--- src/rtl/instr_fetch_rv32i.sv ---
// RV32I instruction fetch stage: PC register, single-entry fetch buffer with
// valid/ready handshake, redirect flush, EBREAK halt and accepted-fetch counter.
module instr_fetch_rv32i #(
    parameter logic [31:0] RESET_PC       = 32'h0000_0000,
    parameter bit          HALT_ON_EBREAK = 1'b1
) (
    input  logic        clock,
    input  logic        reset,
    output logic [31:0] ADDR,
    input  logic [31:0] INSTR,
    output logic        IF_VALID,
    input  logic        IF_READY,
    output logic [31:0] IF_INSTR,
    output logic [31:0] IF_PC,
    input  logic        REDIR_EN,
    input  logic [31:0] REDIR_PC,
    output logic        MISALIGN,
    output logic        HALTED,
    output logic [31:0] FETCH_CNT
);

    localparam logic [31:0] RESET_ADDR = RESET_PC & ~32'd3;
    localparam logic [31:0] EBREAK     = 32'h0010_0073;

    typedef enum logic [1:0] {
        ST_BOOT,
        ST_RUN,
        ST_HALT
    } state_t;

    state_t      state_q, state_d;
    logic [31:0] pc_q, pc_d;
    logic        valid_q, valid_d;
    logic [31:0] instr_q, instr_d;
    logic [31:0] ifpc_q, ifpc_d;
    logic        misalign_q, misalign_d;
    logic        halted_q, halted_d;
    logic [31:0] cnt_q, cnt_d;
    logic        accept;
    logic        load;

    assign accept = valid_q && IF_READY;
    assign load   = (state_q == ST_RUN) && (!valid_q || IF_READY);

    always_comb begin
        state_d    = state_q;
        pc_d       = pc_q;
        valid_d    = valid_q;
        instr_d    = instr_q;
        ifpc_d     = ifpc_q;
        misalign_d = misalign_q;
        // An accept in the redirect cycle is still a completed handshake.
        cnt_d      = cnt_q + {31'd0, accept};

        if (REDIR_EN) begin
            pc_d    = REDIR_PC & ~32'd3;
            valid_d = 1'b0;
            state_d = ST_RUN;
            if (REDIR_PC[1:0] != 2'b00) begin
                misalign_d = 1'b1;
            end
        end else begin
            if (state_q == ST_BOOT) begin
                state_d = ST_RUN;
            end
            if (load) begin
                instr_d = INSTR;
                ifpc_d  = pc_q;
                valid_d = 1'b1;
                pc_d    = pc_q + 32'd4;
                if (HALT_ON_EBREAK && (INSTR == EBREAK)) begin
                    state_d = ST_HALT;
                end
            end else if (accept) begin
                valid_d = 1'b0;
            end
        end

        halted_d = (state_d == ST_HALT);
    end

    always_ff @(posedge clock) begin
        if (reset) begin
            state_q    <= ST_BOOT;
            pc_q       <= RESET_ADDR;
            valid_q    <= 1'b0;
            instr_q    <= 32'd0;
            ifpc_q     <= 32'd0;
            misalign_q <= 1'b0;
            halted_q   <= 1'b0;
            cnt_q      <= 32'd0;
        end else begin
            state_q    <= state_d;
            pc_q       <= pc_d;
            valid_q    <= valid_d;
            instr_q    <= instr_d;
            ifpc_q     <= ifpc_d;
            misalign_q <= misalign_d;
            halted_q   <= halted_d;
            cnt_q      <= cnt_d;
        end
    end

    assign ADDR      = pc_q;
    assign IF_VALID  = valid_q;
    assign IF_INSTR  = instr_q;
    assign IF_PC     = ifpc_q;
    assign MISALIGN  = misalign_q;
    assign HALTED    = halted_q;
    assign FETCH_CNT = cnt_q;

endmodule

--- config.mk ---
export PLATFORM = sky130hd
export DESIGN_NAME = instr_fetch_rv32i
export DESIGN_NICKNAME = d
export VERILOG_FILES = /design/src/rtl/instr_fetch_rv32i.sv
export SDC_FILE = /design/constraint.sdc
export NUM_CORES = 1
export LEC_CHECK = 0
export ABC_CLOCK_PERIOD_IN_PS = 2200
export CORE_ASPECT_RATIO = 0.6
export CORE_MARGIN = 8
export CORE_UTILIZATION = 41
export CTS_CLUSTER_SIZE = 8
export DETAILED_ROUTE_END_ITERATION = 8
export PLACE_DENSITY = 0.79
export SLEW_MARGIN = 20
export SYNTH_ARGS = -nofsm -noshare
export SYNTH_HDL_FRONTEND = slang
export SYNTH_SLANG_ARGS = --single-unit
--- constraint.sdc ---
create_clock -name clock -period 2.2 [get_ports clock]
set_clock_uncertainty 0.15 [all_clocks]
set_input_delay 0.22 -clock clock [delete_from_list [all_inputs] [get_ports clock]]
set_output_delay 0.22 -clock clock [all_outputs]
set_load 0.05 [all_outputs]
# Yosys cells after proc, flatten, opt, wreduce, memory -nomap -nowiden
# Cells that the tools add are included.
[op_classes]
bitwise_logic = 1
add_sub_neg = 2
reduce_logical = 11
eq_ne = 3
n_mux = 8
[ops]
columns = ["op", "count"]
rows = [
  ["$mux W32", 2],
  ["$add A32 B1 Y32", 1],
  ["$add A32 B3 Y32 const B", 1],
  ["$eq A32 B21 Y1 const B", 1],
  ["$mux W2", 4],
  ["$reduce_bool A2 Y1", 3],
  ["$reduce_and A2 Y1", 2],
  ["$eq A2 B1 Y1 const B", 1],
  ["$eq A2 B2 Y1 const B", 1],
  ["$logic_and A1 B1 Y1", 2],
  ["$logic_not A2 Y1", 1],
  ["$mux W1", 2],
  ["$reduce_or A2 Y1", 1],
  ["$logic_not A1 Y1", 1],
  ["$logic_or A1 B1 Y1", 1],
  ["$not A1 Y1", 1],
]
[totals]
input_bits = 68
word_cells = 34
output_inout_bits = 131
reg_bits = 133

# Depth between registers and ports, before layout
[logic_depth]
word_depth = 6
mapped_depth = 8
mapped_depth_nobuf = 8

# Worst setup path after synthesis
# Ideal clock, no wire load.
[synth_path]
kind = "register -> register"
from = "reg valid_q, in the netlist IF_VALID"
to = "reg cnt_q[28], in the netlist FETCH_CNT[28]"
synth_period_minus_slack_ps = 2664
setup_slack_ps = -464
arrival_time_ps = 2443
required_ps = 1980
stages_incl_launch_ff = 9
path_buffers = 0
cell_sequence = "dfxtp_1 -> and2_1 -> ha_1 -> ha_1 -> nand3_1 -> nor2_1 -> nand4_1 -> or3_1 -> a21oi_1"
[synth_between]
elab_chain_len = 2
[synth_rtl]
columns = ["item", "line", "rtl"]
rows = [
  ["from (decl)", "33", "logic valid_q, valid_d;"],
  ["from (signal assigned)", "95", "valid_q <= valid_d;"],
  ["$logic_and A1 B1 Y1", "42", "assign accept = valid_q && IF_READY;"],
  ["$add A32 B1 Y32", "53", "cnt_d = cnt_q + {31'd0, accept};"],
  ["to (signal assigned)", "100", "cnt_q <= cnt_d;"],
  ["to (decl)", "38", "logic [31:0] cnt_q, cnt_d;"],
]
# No other way between the ends.
# A chain may end at the register's enable or synchronous reset.

# Worst setup path after layout
[layout_path]
from = "reg pc_q[14], in the netlist ADDR[14]"
to = "out ADDR[14]"
[layout_lines]
columns = ["item", "line", "rtl"]
rows = [
  ["from (decl)", "32", "logic [31:0] pc_q, pc_d;"],
  ["from (signal assigned)", "94", "pc_q <= pc_d;"],
  ["to (decl)", "9", "output logic [31:0] ADDR,"],
]
# No word-level cell between the ends.

==> results.toml <==
[min_path]
worst_hold_startpoint = "reset"
worst_hold_path.num_cells = 2
worstHoldEndpoint = "IF_PC[16]$_SDFFE_PP0P_"
min-delay-path-class = "input pin to flip-flop"

[placement]
finalWeightedCongestion = 0.853
buffer_ports.inserted = 194
hpwlAfterDp_um = 13700
pre_cts_slack_ns = -0.231

[route]
wirelength_um = 18900
route.detailed.drc = 0
ant_nets = 0
vias = 5694
routedWlPerCell_um = 17.3
post_drt_via_cell_ratio = 5.22
detailedRoute.firstIterationViolations = 485
detailedRoute.firstPassIterationCount = 5

[run_status]
run_status = "completed"

[logic_synthesis]
proportion_of_synthesized_area_in_mux_cells_pct = 0
synth_top_area_share_pct = 46.8
netlist_top_cells_area = "dfxtp_1 47%, nand2_1 11%, a21oi_1 7.2%"
syn_area_um2 = 5520
synth-adder-area-share_pct = 0.680
synth_seq_cells = 129
yosys_warnings = 0
synth_flop_cell = "dfxtp_1"
synth_cell_types = 44
synth_enable_flop_cells = 0
dominant_cell_type_by_area_after_synthesis = "dfxtp_1"
synth-compound-area-share_pct = 12.4
postSynthCellCount = 685
synth_top_family_by_area = "simple AND/OR/NAND/NOR gates"
synth-seq-area-share_pct = 46.8
synthesis.area_per_instance_um2 = 8.06
postSynth.asyncResetShare_pct = 0
synth-xor-area-share_pct = 7.14
synth-simple-area-share_pct = 28.4

[power_and_ir_drop]
seq_power_share_pct = 39.3
max-vdd-ir-drop_mv = 0.505
net_switching_power_w = 0.00171
total_leakage_power_nw = 3.07
switching_share_pct = 26.6
pwr-share-clk_pct = 46.4
power_per_standard_cell_area_nw_per_um2 = 743
power_frac_comb_pct = 14.4
cellInternalPower_w = 0.00470

[final_layout]
layout.cells.most_common_list = "192 x clkdlybuf4s50_1, 156 x nand2_1, 112 x dfxtp_1"
final_layout_size_suffix_gt1_share_pct = 12.4
utilization_pct = 66.2
fin_nets = 978
multi_input_area_um2 = 2740
fill_cells = 1123
area_delta_synth_final_pct = 56.1
area.sequential_um2 = 2620
num_antenna_cells = 0
commonest_non_fill_non_tap_cell_in_the_layout = "clkdlybuf4s50_1"

[worst_setup_path]
cp_slowest_cell = "clkdlybuf4s50_1"
end_kind = "primary output"
timing.critical_path.required_ns = 1.83
cp_cell_instances = "buf_4 -> clkdlybuf4s50_1"
r2r-start = "ADDR[6]$_SDFFE_PP0P_"
endpoint_arrival_time_on_the_critical_path_ns = 1.78
crit_path_start_kind = "flip-flop"
critical_path_peak_fanout = 4
reg2reg_setup_slack_ns = 0.07
cp_slowest_stage_delay_ns = 0.81
critical_path_class = "flip-flop to primary output"
r2r_end = "ADDR[28]$_SDFFE_PP0P_"
r2r_cells = 5

[sta]
rsz0062_at_grt = "no"
hold_violations = 0
maxSlewHeadroom_pct = 62.4
tightestPinTransition_ns = 0.563
fmax_mhz = 465
min_period_over_period_pct = 97.8
max_transition_viols_final = 0
finalSetupViolCount = 0
period_minus_slack_ns = 2.15
final_critical_path_setup_slack_ns = 0.0476

[floorplanning]
fp.dieH_um = 106
row_count = 32
initial_core_util_pct = 42.4
core_footprint_um2 = 13000
design.portCount = 199
die_width_um = 166
die_area_um2 = 17600

[cts]
clock_pin_slew_on_the_worst_setup_and_hold_paths_ns = 0.05
numCtsBuffers = 17
clkLatencyLatePin_ns = 0.40
cts.htree.levels = 4
clockRootBuffer = "clkbuf_16"
clk_path_buf_depth = 2
cts.sinks = 129
postCtsHoldBufs = 0
clock_tree_from_tritoncts = "built"

[grt]
maximum_number_of_pins_on_one_net_before_global_route_repair = 42
initial_antenna_violation_count = 0
gr-usage-all-layers_pct = 21.0
grt_remaining_overflow = 0
wire_length_of_the_first_global_routing_pass_um = 30300
via_count_of_the_first_global_routing_pass = 5487

[job]
max-cap-violations = 0
## layout make-up
| type | count | area share, % |
|---|---|---|
| clock buffer | 20 | 5.55 |
| tap | 170 | 2.47 |
| inverter | 11 | 0.479 |
| clock inverter | 12 | 1.77 |
| sequential | 129 | 30.4 |
| multi-input combinational | 505 | 31.8 |
| timing repair buffer | 243 | 27.5 |
## kinds of logic (layout without fill, tap and decap cells)
family,Yosys count,count (layout)
xor+xnor,45,45
flops,129,129
simple gates,334,334
compound gates,119,119
fa+ha+maj,3,3
other cells,1,4
buf+inv,54,286
## power by group through the flow
stage,clock [W],sequential (W),combinational (W)
after floorplan,0,0.00283,0.000235
after global placement,0,0.00256,0.000901
after detailed placement,0,0.00256,0.000908
after CTS,0.00302,0.00251,0.000913
after global routing,0.00314,0.00253,0.000970
final,0.00297,0.00251,0.000919
## critical path: cells and delay by family (launching register included)
| family | cells | cell delay, ns |
|---|---|---|
| buffers and inverters | 2 | 0.98 |
| flip-flops | 1 | 0.41 |
## layer usage
layer / track usage, % / vias to the layer above / wire length (um) / part of all wire [%]
met5: 0 / - / 0 / 0
met4: 3.68 / 0 / 55 / 0.29
met3: 7.45 / 7 / 1500 / 7.9
met2: 32.0 / 220 / 8370 / 44
met1: 28.5 / 2669 / 8970 / 47
li1: - / 2798 / - / -
## metrics by stage
stage	std cells	power [W]	setup TNS, ns	instance area [um^2]	hold WS (ns)
final	1090	0.00640	0	8620	0.111
after global routing	1090	0.00664	0	8620	0.141
after CTS	1083	0.00645	0	8540	0.109
after detailed placement	1051	0.00347	-2.21	7910	0.294
after global placement	1051	0.00346	-1.41	7910	0.282
after floorplan	688	0.00306	-0.0323	5580	0.204
## sequential cells by signal (all words and copies together), names as in the netlist
name	count
FETCH_CNT	32
IF_VALID	1
HALTED	1
IF_INSTR	32
MISALIGN	1
state_q	2
ADDR	30
IF_PC	30
## how the worst max path moves through the flow
| stage | startpoint | endpoint | slack (ns) |
|---|---|---|---|
| final | ADDR[14]$_SDFFE_PP0P_ | ADDR[14] | 0.05 |
| after global routing | ADDR[6]$_SDFFE_PP0P_ | ADDR[28]$_SDFFE_PP0P_ | 0.002 |
| after CTS | ADDR[27]$_SDFFE_PP0P_ | ADDR[27] | 0.02 |
| after detailed placement | IF_READY | FETCH_CNT[29]$_SDFF_PP0_ | -0.23 |
| after global placement | INSTR[27] | state_q[0]$_SDFF_PP0_ | -0.20 |
| after floorplan | IF_VALID$_SDFFE_PP0P_ | FETCH_CNT[28]$_SDFF_PP0_ | -0.03 |
## cell usage after synthesis, drive strengths merged, types with 4 or more instances
cell type and count:
and4 6, xor2 26, inv 11, and3 10, nor2b 5, nor4 12
dfxtp 129, nand4 23, clkbuf 31, xnor2 19, nand2 156, or4 4
nor2 57, and2 4, a211oi 18, a21oi 79, nand3 28, or3 10
nor3 11, buf 11, a311oi 5, o21ai 10
## what timing repair did
| action | CTS | global route |
|---|---|---|
| setup buffers | 0 | 7 |
| endpoints found under the setup margin | 0 | 6 |
| resized for setup | 0 | 6 |
Power figures use the tool's default switching activity.
